**config.mk**
```make
export PLATFORM = sky130hd
export DESIGN_NAME = display_ctrl_fsm
export DESIGN_NICKNAME = d
export VERILOG_FILES = /design/src/rtl/display_ctrl_fsm.sv
export SDC_FILE = /design/constraint.sdc
export NUM_CORES = 1
export LEC_CHECK = 0
export BUFFER_PORTS_ARGS = -buffer_cell sky130_fd_sc_hd__buf_2
export CELL_PAD_IN_SITES_DETAIL_PLACEMENT = 1
export CELL_PAD_IN_SITES_GLOBAL_PLACEMENT = 1
export CORE_ASPECT_RATIO = 1.5
export CORE_MARGIN = 3
export CORE_UTILIZATION = 43
export DETAILED_ROUTE_END_ITERATION = 10
export PLACE_DENSITY_LB_ADDON = 0.08
export REMOVE_ABC_BUFFERS = 1
export SLEW_MARGIN = 20
export SYNTH_ARGS = -nofsm -noshare
export SYNTH_HDL_FRONTEND = slang
export SYNTH_SLANG_ARGS = --single-unit
export TNS_END_PERCENT = 100
```
**constraint.sdc**
```tcl
create_clock -name clock -period 4.35 [get_ports clock]
set_input_delay 0.6525 -clock clock [delete_from_list [all_inputs] [get_ports clock]]
set_output_delay 0.6525 -clock clock [all_outputs]
set_load 0.02 [all_outputs]
```
**src/rtl/display_ctrl_fsm.sv**
```systemverilog
// Display-sequencing controller: clears the frame, waits for a start press/release, then on each beat
// runs a load/draw handshake with the shape drawer for every lane enabled in boxMask. Optional: SHAPE_TIMEOUT_EN.
module display_ctrl_fsm #(
    parameter int GRID_W         = 240,
    parameter int GRID_H         = 180,
    parameter int NUM_BOXES      = 3,
    parameter int TIMEOUT_CYCLES = 1024,
    localparam int NPIX = GRID_W * GRID_H,
    localparam int CW   = (NPIX > 1) ? $clog2(NPIX) : 1,
    localparam int BW   = (NUM_BOXES > 1) ? $clog2(NUM_BOXES) : 1
) (
    input  logic                 clock,
    input  logic                 reset,
    input  logic                 start,
    input  logic                 beatIncremented,
    input  logic                 songDone,
    input  logic                 shapeDone,
    input  logic [NUM_BOXES-1:0] boxMask,
    output logic                 loadDefault,
    output logic                 writeDefault,
    output logic                 readyForSong,
    output logic                 loadStartAddress,
    output logic                 startingAddressLoaded,
    output logic [CW-1:0]        gridCounter,
    output logic [BW-1:0]        boxIndex,
    output logic                 missedBeat,
    output logic                 shapeTimeout,
    output logic [3:0]           currentState
);

    typedef enum logic [3:0] {
        S_IDLE          = 4'd0,
        S_LOAD_DEFAULT  = 4'd1,
        S_WRITE_DEFAULT = 4'd2,
        S_START         = 4'd3,
        S_START_WAIT    = 4'd4,
        S_WAIT_SONG     = 4'd5,
        S_SELECT_BOX    = 4'd6,
        S_LOAD_BOX      = 4'd7,
        S_DRAW          = 4'd8,
        S_WAIT_SHAPE    = 4'd9
    } state_t;

    localparam logic [CW-1:0] LAST_PIX = CW'(NPIX - 1);
    localparam logic [BW-1:0] LAST_BOX = BW'(NUM_BOXES - 1);

    state_t                 state, state_next;
    logic [CW-1:0]          grid_next;
    logic [BW-1:0]          box_next;
    logic [NUM_BOXES-1:0]   pend_mask, pend_mask_next;
    logic                   song_pending, song_pending_next;
    logic                   busy;
    logic                   expire;
    state_t                 end_state;

    assign currentState = state;
    assign busy = (state == S_SELECT_BOX) || (state == S_LOAD_BOX) ||
                  (state == S_DRAW) || (state == S_WAIT_SHAPE);
    // A song end seen on the very cycle a beat finishes still counts for that beat.
    assign end_state = (song_pending || songDone) ? S_IDLE : S_WAIT_SONG;

    // TIMEOUT_CYCLES only has an effect when the shape timeout is built in.
    if (TIMEOUT_CYCLES < 1) begin : g_timeout_cfg_unused
    end

`ifdef SHAPE_TIMEOUT_EN
    localparam int TW = $clog2(TIMEOUT_CYCLES + 1);
    logic [TW-1:0] wait_count;

    assign expire = (state == S_WAIT_SHAPE) && (wait_count == TW'(TIMEOUT_CYCLES - 1));

    always_ff @(posedge clock or posedge reset) begin
        if (reset) begin
            wait_count   <= '0;
            shapeTimeout <= 1'b0;
        end else begin
            if (state != S_WAIT_SHAPE) wait_count <= '0;
            else                       wait_count <= wait_count + TW'(1);
            shapeTimeout <= expire && !shapeDone;
        end
    end
`else
    assign expire       = 1'b0;
    assign shapeTimeout = 1'b0;
`endif

    always_comb begin
        state_next            = state;
        grid_next             = gridCounter;
        box_next              = boxIndex;
        pend_mask_next        = pend_mask;
        song_pending_next     = song_pending | (songDone && (state != S_WAIT_SONG));
        loadDefault           = 1'b0;
        writeDefault          = 1'b0;
        readyForSong          = 1'b0;
        loadStartAddress      = 1'b0;
        startingAddressLoaded = 1'b0;
        case (state)
            S_IDLE: begin
                grid_next         = '0;
                song_pending_next = 1'b0;
                state_next        = S_LOAD_DEFAULT;
            end
            S_LOAD_DEFAULT: begin
                loadDefault = 1'b1;
                state_next  = S_WRITE_DEFAULT;
            end
            S_WRITE_DEFAULT: begin
                writeDefault = 1'b1;
                if (gridCounter == LAST_PIX) begin
                    state_next = S_START;
                end else begin
                    grid_next  = gridCounter + CW'(1);
                    state_next = S_LOAD_DEFAULT;
                end
            end
            S_START: begin
                if (start) state_next = S_START_WAIT;
            end
            S_START_WAIT: begin
                if (!start) state_next = S_WAIT_SONG;
            end
            S_WAIT_SONG: begin
                readyForSong = 1'b1;
                if (songDone) begin
                    state_next = S_IDLE;
                end else if (beatIncremented) begin
                    pend_mask_next = boxMask;
                    box_next       = '0;
                    state_next     = S_SELECT_BOX;
                end
            end
            S_SELECT_BOX: begin
                if (pend_mask[boxIndex]) begin
                    state_next = S_LOAD_BOX;
                end else if (boxIndex == LAST_BOX) begin
                    state_next = end_state;
                end else begin
                    box_next = boxIndex + BW'(1);
                end
            end
            S_LOAD_BOX: begin
                loadStartAddress = 1'b1;
                state_next       = S_DRAW;
            end
            S_DRAW: begin
                startingAddressLoaded = 1'b1;
                state_next            = S_WAIT_SHAPE;
            end
            S_WAIT_SHAPE: begin
                if (shapeDone || expire) begin
                    if (boxIndex == LAST_BOX) begin
                        state_next = end_state;
                    end else begin
                        box_next   = boxIndex + BW'(1);
                        state_next = S_SELECT_BOX;
                    end
                end
            end
            default: state_next = S_IDLE;
        endcase
    end

    always_ff @(posedge clock or posedge reset) begin
        if (reset) begin
            state        <= S_IDLE;
            gridCounter  <= '0;
            boxIndex     <= '0;
            pend_mask    <= '0;
            song_pending <= 1'b0;
            missedBeat   <= 1'b0;
        end else begin
            state        <= state_next;
            gridCounter  <= grid_next;
            boxIndex     <= box_next;
            pend_mask    <= pend_mask_next;
            song_pending <= song_pending_next;
            missedBeat   <= beatIncremented && busy;
        end
    end

endmodule

```
* Yosys cells after proc, flatten, opt, wreduce, memory -nomap -nowiden *
Cells that the tools add are included.

word-level totals
  flip-flop bits (word level) = 27
  input bits = 9
  output and inout bits = 29
  word-level logic and storage cells = 72

operators by class
  $add $sub $neg = 2
  $lt $le $gt $ge = 1
  equal/unequal tests = 21
  mux-type cells = 27
  bitwise gates (word level) = 2
  reduce and logical (&&, ||, !) cells = 13

operators with widths
  operator                                                                 number
  4-bit one-hot mux with 10 select lines                                   1
  16-bit one-hot mux with 2 select lines                                   1
  4-bit two-way mux                                                        7
  16-bit by 1-bit adder with 16-bit output, second input constant          1
  16-bit == test, second input constant                                    1
  4-bit by 3-bit == test with 1-bit output, second input constant          4
  16-bit two-way mux                                                       1
  2-bit inequality test, second input constant                             7
  2-bit two-way mux                                                        6
  5-bit AND reduction                                                      2
  4-bit by 2-bit == test with 1-bit output, second input constant          2
  4-bit == test, second input constant                                     2
  1-bit two-way mux                                                        7
  3-bit two-way mux                                                        2
  2-bit one-hot mux with 3 select lines                                    1
  4-bit by 1-bit == test with 1-bit output, second input constant          1
  4-bit logical NOT                                                        1
  1-bit logical OR                                                         4
  4-bit by 3-bit inequality test with 1-bit output, second input constant  1
  2-bit by 3-bit < comparator with 1-bit output, second input constant     1
  3-bit by 1-bit inequality test with 1-bit output, second input constant  1
  3-bit inequality test, second input constant                             1
  3-bit AND reduction                                                      1
  3-bit nonzero test                                                       1
  8 further kinds                                                          9

* Depth between registers and ports, before layout *
Gate-level depths: netlist of the first run.

  depth in word-level cells = 5
  depth in mapped cells = 6
  mapped depth without buffers = 5

* Worst setup path after synthesis of the first run *
OpenSTA, ideal clock, no wires.

  path kind = register to output
  from = register state[2], in the netlist currentState[2]
  to = output startingAddressLoaded
  arrival time = 1.321 ns
  required time = 3.697 ns
  setup slack = 2.377 ns
  stages on the path, launching flop included = 3
  buffers on the path = 0
  path through = dfrtp_1 -> nand2b_1 -> nor3_1

between the ends
  word-level cells in the longest chain between the ends = 2

ends and longest elaborated chain
  element                 RTL line  text
  from (decl)             47        state_t state, state_next;
  from (signal assigned)  173       state <= state_next;
  4-bit == test           98        case (state)
  1-bit two-way mux       98
  to (decl)               23        output logic startingAddressLoaded,

No other way between the ends.

* Worst setup path after layout of the first run *
  from = register state[0], in the netlist currentState[0]
  to = output writeDefault

between the ends
  word-level cells in the longest chain between the ends = 2

ends and longest elaborated chain
  element                                   RTL line  text
  4-bit by 2-bit == test with 1-bit output  98
  1-bit two-way mux                         98
  to (decl)                                 20        output logic writeDefault,

No other way between the ends.

==> results of run 1 <==
registers in the layout, summed over array words and instances, names as in the netlist:
name and flops:
song_pending 1, gridCounter 16, pend_mask 3, missedBeat 1
currentState 4, boxIndex 2
synth_stat cells (3+ instances only):
cell                        n  area, um^2
sky130_fd_sc_hd__nand2b_1   3        18.8
sky130_fd_sc_hd__nand4_1    4        25.0
sky130_fd_sc_hd__buf_2      3        15.0
sky130_fd_sc_hd__nand3_1   11        55.1
sky130_fd_sc_hd__nor3b_1    3        22.5
sky130_fd_sc_hd__dfrtp_1   27         676
sky130_fd_sc_hd__mux2_2     5        56.3
sky130_fd_sc_hd__nand2_1   13        48.8
sky130_fd_sc_hd__a21oi_1    7        35.0
sky130_fd_sc_hd__inv_1      6        22.5
sky130_fd_sc_hd__nor2b_1    3        18.8
sky130_fd_sc_hd__o21ai_0    9        45.0
sky130_fd_sc_hd__clkbuf_1   3        11.3
sky130_fd_sc_hd__and3_1     3        18.8
sky130_fd_sc_hd__o211ai_1   4        30.0
sky130_fd_sc_hd__nor3_1     3        15.0
sky130_fd_sc_hd__nor2_1    20        75.1
sky130_fd_sc_hd__xor2_1     4        35.0
sky130_fd_sc_hd__or3_1      6        37.5
power groups by stage:
stage               Sequential, W  Clock [W]  Combinational (W)
global placement         0.000400          0           0.000461
global route             0.000414   0.000160           0.000513
detailed placement       0.000408          0           0.000471
floorplan                0.000425          0           0.000299
finish                   0.000404   0.000147           0.000466
CTS                      0.000403   0.000150           0.000473
final cells by class:
class / count / area, um^2
clock inverters: 1 / 5.00
multi-input cells: 137 / 906
clock buffers: 3 / 41.3
inverters: 6 / 22.5
fillers: 433 / 1660
repair buffers: 36 / 180
well taps: 42 / 52.6
flip-flops and latches: 27 / 676
per-stage QoR:
step | total power (W) | hold slack (ps) | instances
2_1_floorplan | 0.000724 | 463 | 170
3_3_place_gp | 0.000861 | 491 | 248
3_5_place_dp | 0.000879 | 507 | 248
4_1_cts | 0.00103 | 530 | 252
5_1_grt | 0.00109 | 514 | 252
6_report | 0.00102 | 479 | 252
kinds of logic after synthesis:
logic type	after synthesis	synth area share (%)
AND/OR/NAND/NOR	85	30.3
AO/OA/AOI/OAI	36	15.4
flip-flops	27	41.3
buffers and inverters	13	3.44
multiplexers	7	4.66
XOR/XNOR	6	3.21
adder cells (fa/ha/maj)	2	1.53
other	1	0.229
metal layers:
layer  track usage [%]  wire length [um]
met2              39.5              2410
met1              21.3              1780
met5                 0                 0
met4              9.74               117
met3              2.36               119
worst max-delay path, stage by stage, from the launching register on:
cell,delay [ps]
sky130_fd_sc_hd__dfrtp_1,580
sky130_fd_sc_hd__nor3_2,440
sky130_fd_sc_hd__nand2_1,170
sky130_fd_sc_hd__inv_1,80
sky130_fd_sc_hd__buf_2,160
how the worst max path moves through the flow:
| stage | start | to | slack [ps] | depth (start not counted) |
|---|---|---|---|---|
| global placement | currentState[0] | writeDefault | 2300 | 4 |
| CTS | currentState[0] | writeDefault | 1960 | 4 |
| detailed placement | currentState[1] | boxIndex[1] | 2240 | 5 |
| global route | currentState[0] | writeDefault | 1890 | 4 |
| floorplan | currentState[0] | boxIndex[1] | 2330 | 5 |
| finish | currentState[0] | writeDefault | 2000 | 4 |
==> results.md, run 1 <==
- The count of instances resized after the clock tree is built is 0.
- The number of global-route vias before repair is 1594.
- The clock tree root buffer cell is sky130_fd_sc_hd__clkbuf_8.
- The overall die width is between 50 and 60 um.
- The area overhead of the layout relative to synthesis is 15.0%.
- From bottom edge to top edge, the die measures 81.6 um.
- For the pin with the worst max-slew slack, the measured transition is about 1000 ps.
- The instance area after placement is 0.00184 mm^2.
- The TritonCTS clock tree is built.
- The clock-pin slew on the worst setup and hold paths is roughly 100 ps.
- The number of hold violations in the final report was 0.
- The most common library cell in the layout ignoring fill and taps is sky130_fd_sc_hd__buf_2.
- The number of max-slew violations in the final report is 0.
- For this run, the register share of the synthesized area comes to 41.3%.
- The minimum setup slack among reg-to-reg paths is 2190 ps.
- The path class of the lowest-slack min-delay path is in2async.
- The netlist area before placement is between 0.0015 and 0.002 mm^2.
- At the worst endpoint, the arrival time is about 1700 ps.
- The worst register-to-register path has a depth of 5.
- The worst-case IR drop observed on VDD is ~0.00034 V.
- The maximum net fanout on the critical path is 15.
- The summed negative setup slack over all endpoints is 0 ps.
- The total CTS buffers is 3.
- After layout, the worst setup slack is 2000 ps.
- The leakage component of the power is between 0.8 and 0.9 nW.
- The post-route DRC violation count is 0.
- The critical path in this run is classified as reg2out.
- The top cell types in the final layout, fill and taps aside, are 36 x sky130_fd_sc_hd__buf_2, 27 x sky130_fd_sc_hd__dfrtp_1, 20 x sky130_fd_sc_hd__nor2_1, 13 x sky130_fd_sc_hd__nand2_1, 11 x sky130_fd_sc_hd__nand3_1.
- The final cell area excluding filler cells is around 0.0019 mm^2.
- The area of the core is 0.00355 mm^2.
- Setup repair after global routing left no endpoint under its margin.
- The final estimated routing congestion in global placement is roughly 0.88.
- The clock latency on the worst-skew pair is 280 ps.
- The floorplan has 26 rows.
- The run finished with clean final reports.
- Prior to clock tree synthesis, the placed netlist has a worst setup slack of about 2200 ps.
- The HPWL after detailed placement is roughly 3500 um.
- The number of violations reported at the end of detailed-routing iteration 0 is 51.
- The number of top-level pins is 38.
- The number of vias after detailed routing is around 1.5k.
- Using the TritonRoute via totals, the vias-per-cell ratio works out to ~5.8.
- The number of instances in the synthesized netlist is approximately 180.
- The async set or reset register ratio after synthesis is 100%.
- Data on the critical path is required at its endpoint by around 3700 ps.
- The element type at the critical path end is an output pin.
- Per report_power, the combinational group accounts for a little under half of the total.
- The upper clock frequency limit is about 0.43 GHz.
- The clock skew after layout is ~4.6 ps.
- Global routing used between 20% and 30% of the available tracks.
- The initial antenna violation count is 0.
- In this run the number of H-tree levels came out at 1.
- The final critical-path share of the clock period is 54.0%.
- The overflow left after global routing is 0.
- Net switching is a little under half of the power.
- The worst slew margin relative to its limit is approximately a third.
- The number of port buffers is 36.
- The number of flops mapped to enable cells by yosys is 0.
- The primary flip-flop cell chosen by synthesis mapping is sky130_fd_sc_hd__dfrtp_1.
- The clock period minus final worst setup slack is 2350 ps.
- The clock group share of total power is roughly 14%.
- The power density over cell area is approximately 540 mW/mm^2.
- The worst setup path is launched from a flop.
- The post-CTS setup buffer count is 0.
- The worst register-to-register path ends at boxIndex[1].
- The starting utilization of the core area is 46.2%.
- The tool flagged a number of max-cap violations equal to 0.
- The share of post-route cells with drive strength above 1 is 25.7%.
- The clock sink count is 27.
- The remaining antenna violation count is 0.
- The clock passes through at most 2 buffers.
- The first-pass GRT wire length is 7350 um.
- Cell internal power was estimated by the tool at about 0.00055 W.
- The synthesized area per cell is 9.25 um^2.
- The share of total power dissipated in sequential elements is around two fifths.
- The pin count of the biggest net entering global routing is 28.
- The total iterations of the first detailed-routing run is 4.
- The netlist uses 50 different library cells.
- The number of antenna diodes in the final layout is 0.
- The setup-violating endpoint count in the final report is 0.
- The final core utilization is around 53%.
- In this run, post-CTS hold repair placed 0 buffers.
- The sum of routed wire length over all layers is approximately 4400 um.
- Synthesis inferred 27 register bits.
- The die covers 0.00460 mm^2.
- The startpoint identified for the worst register-to-register timing path is currentState[1].
- Yosys printed 0 warnings.
- The number of nets in the final layout is 222.
- The analysis attributes to net switching a power of 0.000466 W.
- Dividing the detail-routed wire length by the instance count gives between 15 and 20 um.
No activity file was read; power rests on OpenSTA's default activity.
==> run 2: changes to the inputs <==
Settings changed: ABC_AREA from default to 1, CORE_UTILIZATION 43 to 34.
Clock period 4.35 ns to 1.92 ns, I/O delays scaled along.
==> results.md, run 2 <==
- Setup violations remaining at the end of the flow were counted as 0.
- The root buffer cell chosen for the clock tree is sky130_fd_sc_hd__clkbuf_8.
- The H-tree depth reported by CTS is 1.
- The total inserted antenna cells is 0.
- The most common library cell in the layout ignoring fill and taps is sky130_fd_sc_hd__nand2_1.
- The number of max-slew violations in the final report is 0.
- The die is 66.7 um wide.
- Once layout is complete, the utilization of the core stands at about 42%.
- Leaving out fill and tap cells, the most frequent cells in the layout are 94 x sky130_fd_sc_hd__nand2_1, 36 x sky130_fd_sc_hd__buf_2, 34 x sky130_fd_sc_hd__inv_1, 32 x sky130_fd_sc_hd__nor2_1, 31 x sky130_fd_sc_hd__nand3_1.
- The share of the synthesized area in the top cell type is a little over a third.
- The number of vias after detailed routing is roughly 2k.
- The starting utilization of the core area is ~36%.
- The area overhead of the layout relative to synthesis is 17.4%.
- In this run the deepest clock path goes through 2 buffers.
- The floorplan step defined a die boundary enclosing 0.00647 mm^2.
- The element type at the critical path end is an output pin.
- The pin count of the biggest net entering global routing is 28.
- The summed negative setup slack over all endpoints is 0 ps.
- The count of nets left with antenna violations once routing finished came out at 0.
- The number of port buffers is 36.
- After synthesis, the most frequently instantiated cells are 94 x sky130_fd_sc_hd__nand2_1, 34 x sky130_fd_sc_hd__inv_1, 32 x sky130_fd_sc_hd__nor2_1.
- The run finished with clean final reports.
- The overall track demand over capacity in global routing is about a fifth.
- Yosys mapped a number of flops with a built-in enable equal to 0.
- The number of violations reported at the end of detailed-routing iteration 0 is 50.
- The number of hold violations in the final report is 0.
- Max-cap violations in this run came to 0.
- The worst vdd rail ir drop is about 0.00024 V.
- The upper clock frequency limit is roughly 0.57 GHz.
- The register with the most flip-flops in the layout has 16 of them.
- The async set or reset register ratio after synthesis is 100%.
- Once placement finished, the instance area stood at ~0.0021 mm^2.
- The initial antenna violation count is 0.
- The switching part of the total is between 20% and 30%.
- After synthesis, flip-flops and latches occupy between 30% and 40% of the total area.
- The number of buffers added to fix hold violations after cts is 0.
- The clock latency on the worst-skew pair is 280 ps.
- Summed over all nets, the switching power comes to about 0.00021 W.
- The netlist area before placement is 0.00188 mm^2.
- Counting every sink on the clock net gives 27.
- Cell internal power was estimated by the tool at 0.000725 W.
- Per report_power, the clock group accounts for around 36% of the total.
- The number of vias per cell after detailed routing is ~5.
- The share of post-route cells with drive strength above 1 is 19.2%.
- Dividing total power by cell area gives a power density of 425 mW/mm^2.
- The clock-pin slew on the worst setup and hold paths is 100 ps.
- The final cell area excluding filler cells is 0.00220 mm^2.
- The critical path is of the reg2out type.
- The primary flip-flop cell chosen by synthesis mapping is sky130_fd_sc_hd__dfrtp_1.
- Setup repair after global routing left no endpoint under its margin.
- The cell type with the largest total area after synthesis is sky130_fd_sc_hd__dfrtp_1.
- For this design the top-level I/O count stands at 38.
- Counting flops per register, the top entry is gridCounter.
- The synthesized area per cell is between 6 and 7 um^2.
- The region available for standard cell placement spans 0.00525 mm^2.
- Counting distinct cell types in the post-synthesis netlist gives 27.
- The final critical path takes up 91.0% of the cycle.
- The critical path required time is ~1600 ps.
- Of all nets on the critical path, the largest fanout is 6.
- After detailed routing, the number of remaining DRC violations is 0.
- The min-delay analysis places its worst path in the category in2async.
- The first global-routing pass estimated approximately 9500 um of wire.
- By area the synthesized netlist is led by sky130_fd_sc_hd__dfrtp_1 36%, sky130_fd_sc_hd__nand2_1 19%, sky130_fd_sc_hd__nand3_1 8.3%, sky130_fd_sc_hd__inv_1 6.8%, sky130_fd_sc_hd__nor2_1 6.4%.
- The number of instances in the synthesized netlist is 286.
- The most common cell in the synthesized netlist is sky130_fd_sc_hd__nand2_1.
- The mean routed wirelength per cell is around 14 um.
- Yosys printed 0 warnings.
- The share of total power in sequential cells is 60.7%.
- The initialized floorplan defines 32 standard-cell rows.
- The critical path data arrival time is around 1500 ps.
- The leakage component of the power is approximately 1.2 nW.
- The number of global-route vias before repair came to around 2.1k.
- TritonCTS created 3 clock buffers.
- Across the routed clock network, the largest skew measured is 4.34 ps.
- The wire-length estimate of the detail-placed layout is ~4600 um.
- The proportion of power drawn by combinational gates is roughly 2.9%.
- Final hold analysis gives a worst-case slack of 54.5 ps.
- The pre-antenna-repair detailed-routing pass consisted of 4 iterations.
- The sum of routed wire length over all layers is about 5700 um.
- The number of nets in the final layout is 340.
- Global routing finished with a remaining overflow of 0.
- The startpoint type of the worst setup path is a flop.
- The congestion estimate from routability-driven global placement came to around 0.84.
- Subtracting the final worst setup slack from the clock period gives around 1700 ps.
- The TritonCTS clock tree is built.
- The floorplan step set the die height to between 90 and 100 um.
- Counting flops and latches in the post-synthesis netlist gives 27.
run 2: cell types whose count changed after synthesis, sizes merged, moves of 4 or more:
cell and delta:
nand2b -4, nand3b +4, inv +31, nand2 +87, o211ai -4, o21ai +6
or3 -7, nor2 +19, nand3 +21, mux2 -4
run 2: kinds of logic after synthesis:
family | count (synthesis) | share of synthesized area [%]
buffers and inverters | 41 | 9.20
adders and majority gates | 2 | 1.33
and+or+nand+nor | 187 | 44.9
other | 1 | 0.200
DFF | 27 | 36.0
xor gates and xnor gates | 1 | 0.467
muxes | 1 | 0.600
AOI/OAI and AO/OA | 26 | 7.33
run 2: final timing paths:
path	start	end	slack (ps)	cells past startpoint
max	currentState[2]	writeDefault	170	4
max reg2reg	currentState[2]	gridCounter[12]	270	7
min	reset	pend_mask[2]	50	3
min reg2reg	pend_mask[2]	pend_mask[2]	530	1
min in group clock	boxMask[2]	pend_mask[2]	220	2
max in group asynchronous	reset	gridCounter[13]	1590	3
run 2: repair_timing:
action,CTS,global route
endpoints found under the setup margin,1,1
setup buffers,1,0
pin swaps,1,0
resized for setup,0,1
run 2: stage by stage:
stage,instances,power [W],worst slack (ps)
2_1_floorplan,283,0.000593,326
3_3_place_gp,391,0.000607,271
3_5_place_dp,391,0.000608,240
4_1_cts,396,0.000955,78.2
5_1_grt,396,0.000982,73.8
6_report,396,0.000936,174
run 2: power by group through the flow:
stage	sequential (W)	combinational [W]	clock, W
2_1_floorplan	0.000579	0.0000134	0
3_3_place_gp	0.000579	0.0000280	0
3_5_place_dp	0.000579	0.0000284	0
4_1_cts	0.000568	0.0000285	0.000358
5_1_grt	0.000568	0.0000318	0.000382
6_report	0.000568	0.0000271	0.000341
run 2: final cells by class:
type	count	area (um^2)
Sequential cell	27	676
Inverter	38	143
Tap cell	68	85.1
Multi-Input combinational cell	218	1030
Clock buffer	3	41.3
Clock inverter	1	7.51
Fill cell	723	3040
Timing Repair Buffer	41	218
run 2: metal layers:
layer / wire length [um] / up-vias / track usage [%] / part of all wire [%]
met5: 0 / - / 0 / 0
met4: 104 / 0 / 5.95 / 1.8
met3: 127 / 9 / 1.05 / 2.2
met2: 3140 / 28 / 35.9 / 55
met1: 2290 / 955 / 20.7 / 40
li1: - / 995 / - / -
run 2: worst max-delay path, stage by stage, from the launching register on:
cell and delay [ps]:
sky130_fd_sc_hd__dfrtp_1 480, sky130_fd_sc_hd__nor2_4 200, sky130_fd_sc_hd__nand2_2 110, sky130_fd_sc_hd__nor2_4 190, sky130_fd_sc_hd__buf_2 190
==> run 3: changes to the inputs <==
Settings changed: MAX_ROUTING_LAYER from default to met4.
==> results.md, run 3 (synthesis results as in run 2) <==
- The sum of routed wire length over all layers is ~5600 um.
- The HPWL after detailed placement is about 4600 um.
- The number of top-level pins is 38.
- The final critical-path share of the clock period is between 90% and 100%.
- The clock sink count is 27.
- The total CTS buffers is 3.
- The area enclosed by the die boundary is roughly 0.0065 mm^2.
- The remaining antenna violation count is 0.
- The library cell used most frequently in the layout, excluding fill and tap cells, is sky130_fd_sc_hd__nand2_1.
- After layout, the minimum clock period comes to 1740 ps.
- The number of global-route vias before repair is 2067.
- The starting utilization of the core area is a little over a third.
- The cell family with the largest share of critical-path delay is simple AND/OR/NAND/NOR gates.
- The number of hold violations in the final report came to 0.
- The number of nets in the final layout is 340.
- For the worst setup path, the data required time is between 1500 and 2000 ps.
- The region available for standard cell placement spans about 0.0052 mm^2.
- The die span in y is between 90 and 100 um.
- The flow ran to the end, and the final reports show no timing, DRC or antenna violations.
- The mean routed wirelength per cell is between 10 and 15 um.
- The delay of the slowest cell on the worst path is 480 ps.
- The min-delay analysis places its worst path in the category in2async.
- The maximum buffer depth of the clock tree is 2.
- The number of maximum-capacitance constraint violations is 0.
- The overflow left after global routing is 0.
- STA classifies the critical path startpoint as a flop.
- The upper clock frequency limit is between 0.5 and 0.6 GHz.
- On the critical path, the stage with the largest delay is an instance of sky130_fd_sc_hd__dfrtp_1.
- The smallest hold slack is 55.5 ps.
- The flip-flop count of the largest register after layout is 16.
- The overall die width is between 60 and 70 um.
- After detailed routing, the number of vias per cell comes to approximately 5.
- The largest register by flop count is gridCounter.
- The TritonCTS clock tree is built.
- Setup slack on the worst reg-to-reg path comes out at around 280 ps.
- The post-route DRC violation count is 0.
- In this run the core area contains 32 standard-cell rows.
- Clock-pin slew was measured on the worst setup and hold paths at approximately 100 ps.
- The total inserted antenna cells is 0.
- The root buffer cell chosen for the clock tree is sky130_fd_sc_hd__clkbuf_8.
- Setup repair after global routing left no endpoint under its margin.
- After the first detailed-routing iteration, the DRC count stood at 57.
- The number of vias after detailed routing is just under 2k.
- The worst vdd rail ir drop is about 0.00024 V.
- The first-pass GRT wire length is between 9000 and 10000 um.
- From synthesis to final layout, the design area changed by 17.4%.
- The number of max-slew violations in the final report is 0.
- The count of fill cells added during filler insertion is ~720.
- The power density over cell area is around 430 mW/mm^2.
- The clock latency on the worst-skew pair is approximately 280 ps.
- The worst setup path is captured at an output pin.
- During placement, the flow inserted port buffers numbering 36.
- The total iterations of the first detailed-routing run is 4.
- Of the cells placed in the final design, the portion with a size suffix greater than 1 is between 10% and 20%.
- Walking the worst path, the cells encountered are nor2_4 > nand2_2 > nor2_4 > buf_2.
- The final instance count without filler cells is 396.
- Setup violations remaining at the end of the flow were counted as 0.
- Counting both buffers and inverters, the worst setup path holds a total of 1.
- Once placement completed, the tool counted placed cells totaling between 300 and 400.
- Entering global routing, the biggest net connects 28 pins.
- The initial antenna violation count is 0.
- The maximum net fanout on the critical path is 6.
- The overall track demand over capacity in global routing is between 10% and 20%.
- The type of the worst setup path is reg2out.
- For the worst setup path, the data arrival time is roughly 1500 ps.
- OpenSTA, run right after detailed placement, puts the worst setup slack at around 240 ps.
- The cell repeated most along the worst path is sky130_fd_sc_hd__nor2_4.
- Leaving out fill and tap cells, the most frequent cells in the layout are 94 x sky130_fd_sc_hd__nand2_1, 36 x sky130_fd_sc_hd__buf_2, 34 x sky130_fd_sc_hd__inv_1, 32 x sky130_fd_sc_hd__nor2_1, 31 x sky130_fd_sc_hd__nand3_1.
- For this design the static power due to leakage is about 1.2 nW.
- Once routing completed, OpenROAD measured the worst setup slack at 176 ps.
- CTS built an H-tree with a depth of 1.
- On the final layout, the worst clock skew is a little under 7 ps.
- For the final routed database, the setup TNS stands at 0 ps.
- The number of buffers added to fix hold violations after cts is 0.
- Routability-driven placement finished with a final weighted congestion of between 0.8 and 0.9.
[run 3: cell counts in the layout (fill, tap and decap cells not counted)]
Identical to the previous run, type by type.
[run 3: path summary, 6_finish.rpt]
path,startpoint,to,cells after the start
max,currentState[2],writeDefault,4
min reg2reg,pend_mask[2],pend_mask[2],1
min in group clock,boxMask[2],pend_mask[2],2
max in group asynchronous,reset,gridCounter[6],3
max reg2reg,currentState[2],gridCounter[12],7
min,reset,pend_mask[1],3
[run 3: final cells by class]
cell class	instances	area (um^2)	area share (%)
Clock buffer	3	41.3	1.87
Clock inverter	1	7.51	0.341
Inverter	38	143	6.47
Multi-Input combinational cell	218	1030	46.9
Sequential cell	27	676	30.7
Tap cell	68	85.1	3.86
Timing Repair Buffer	41	218	9.88
[run 3: what timing repair did]
item                                    4_1_cts  5_1_grt
resized for setup                             0        1
setup buffers                                 1        0
pin swaps                                     1        0
endpoints found under the setup margin        1        1
hold endpoints to repair                      0        0
[run 3: where the power goes]
part / internal [W] / switching [W]
combinational: 0.00000866 / 0.0000186
sequential: 0.000568 / 0.0000000000000000000989
clock: 0.000148 / 0.000193
[run 3: worst min-delay path: stages]
cell,delay (ps)
sky130_fd_sc_hd__buf_2,90
sky130_fd_sc_hd__inv_1,40
sky130_fd_sc_hd__buf_4,330
[run 3: through the flow]
stage               power (W)  area, um^2  utilization (%)
CTS                  0.000955        2200             41.9
global placement     0.000607        2140             40.8
global route         0.000983        2200             42.0
detailed placement   0.000608        2140             40.8
floorplan            0.000593        1850                -
finish               0.000937        2200             42.0
[run 3: routing by layer]
| layer | up-vias | GRT usage, % | share of wire (%) |
|---|---|---|---|
| met5 | - | - | 0 |
| met2 | 32 | 35.7 | 55 |
| met4 | 0 | 5.95 | 1.8 |
| met3 | 9 | 1.05 | 2.5 |
| met1 | 952 | 20.9 | 40 |
| li1 | 997 | - | - |
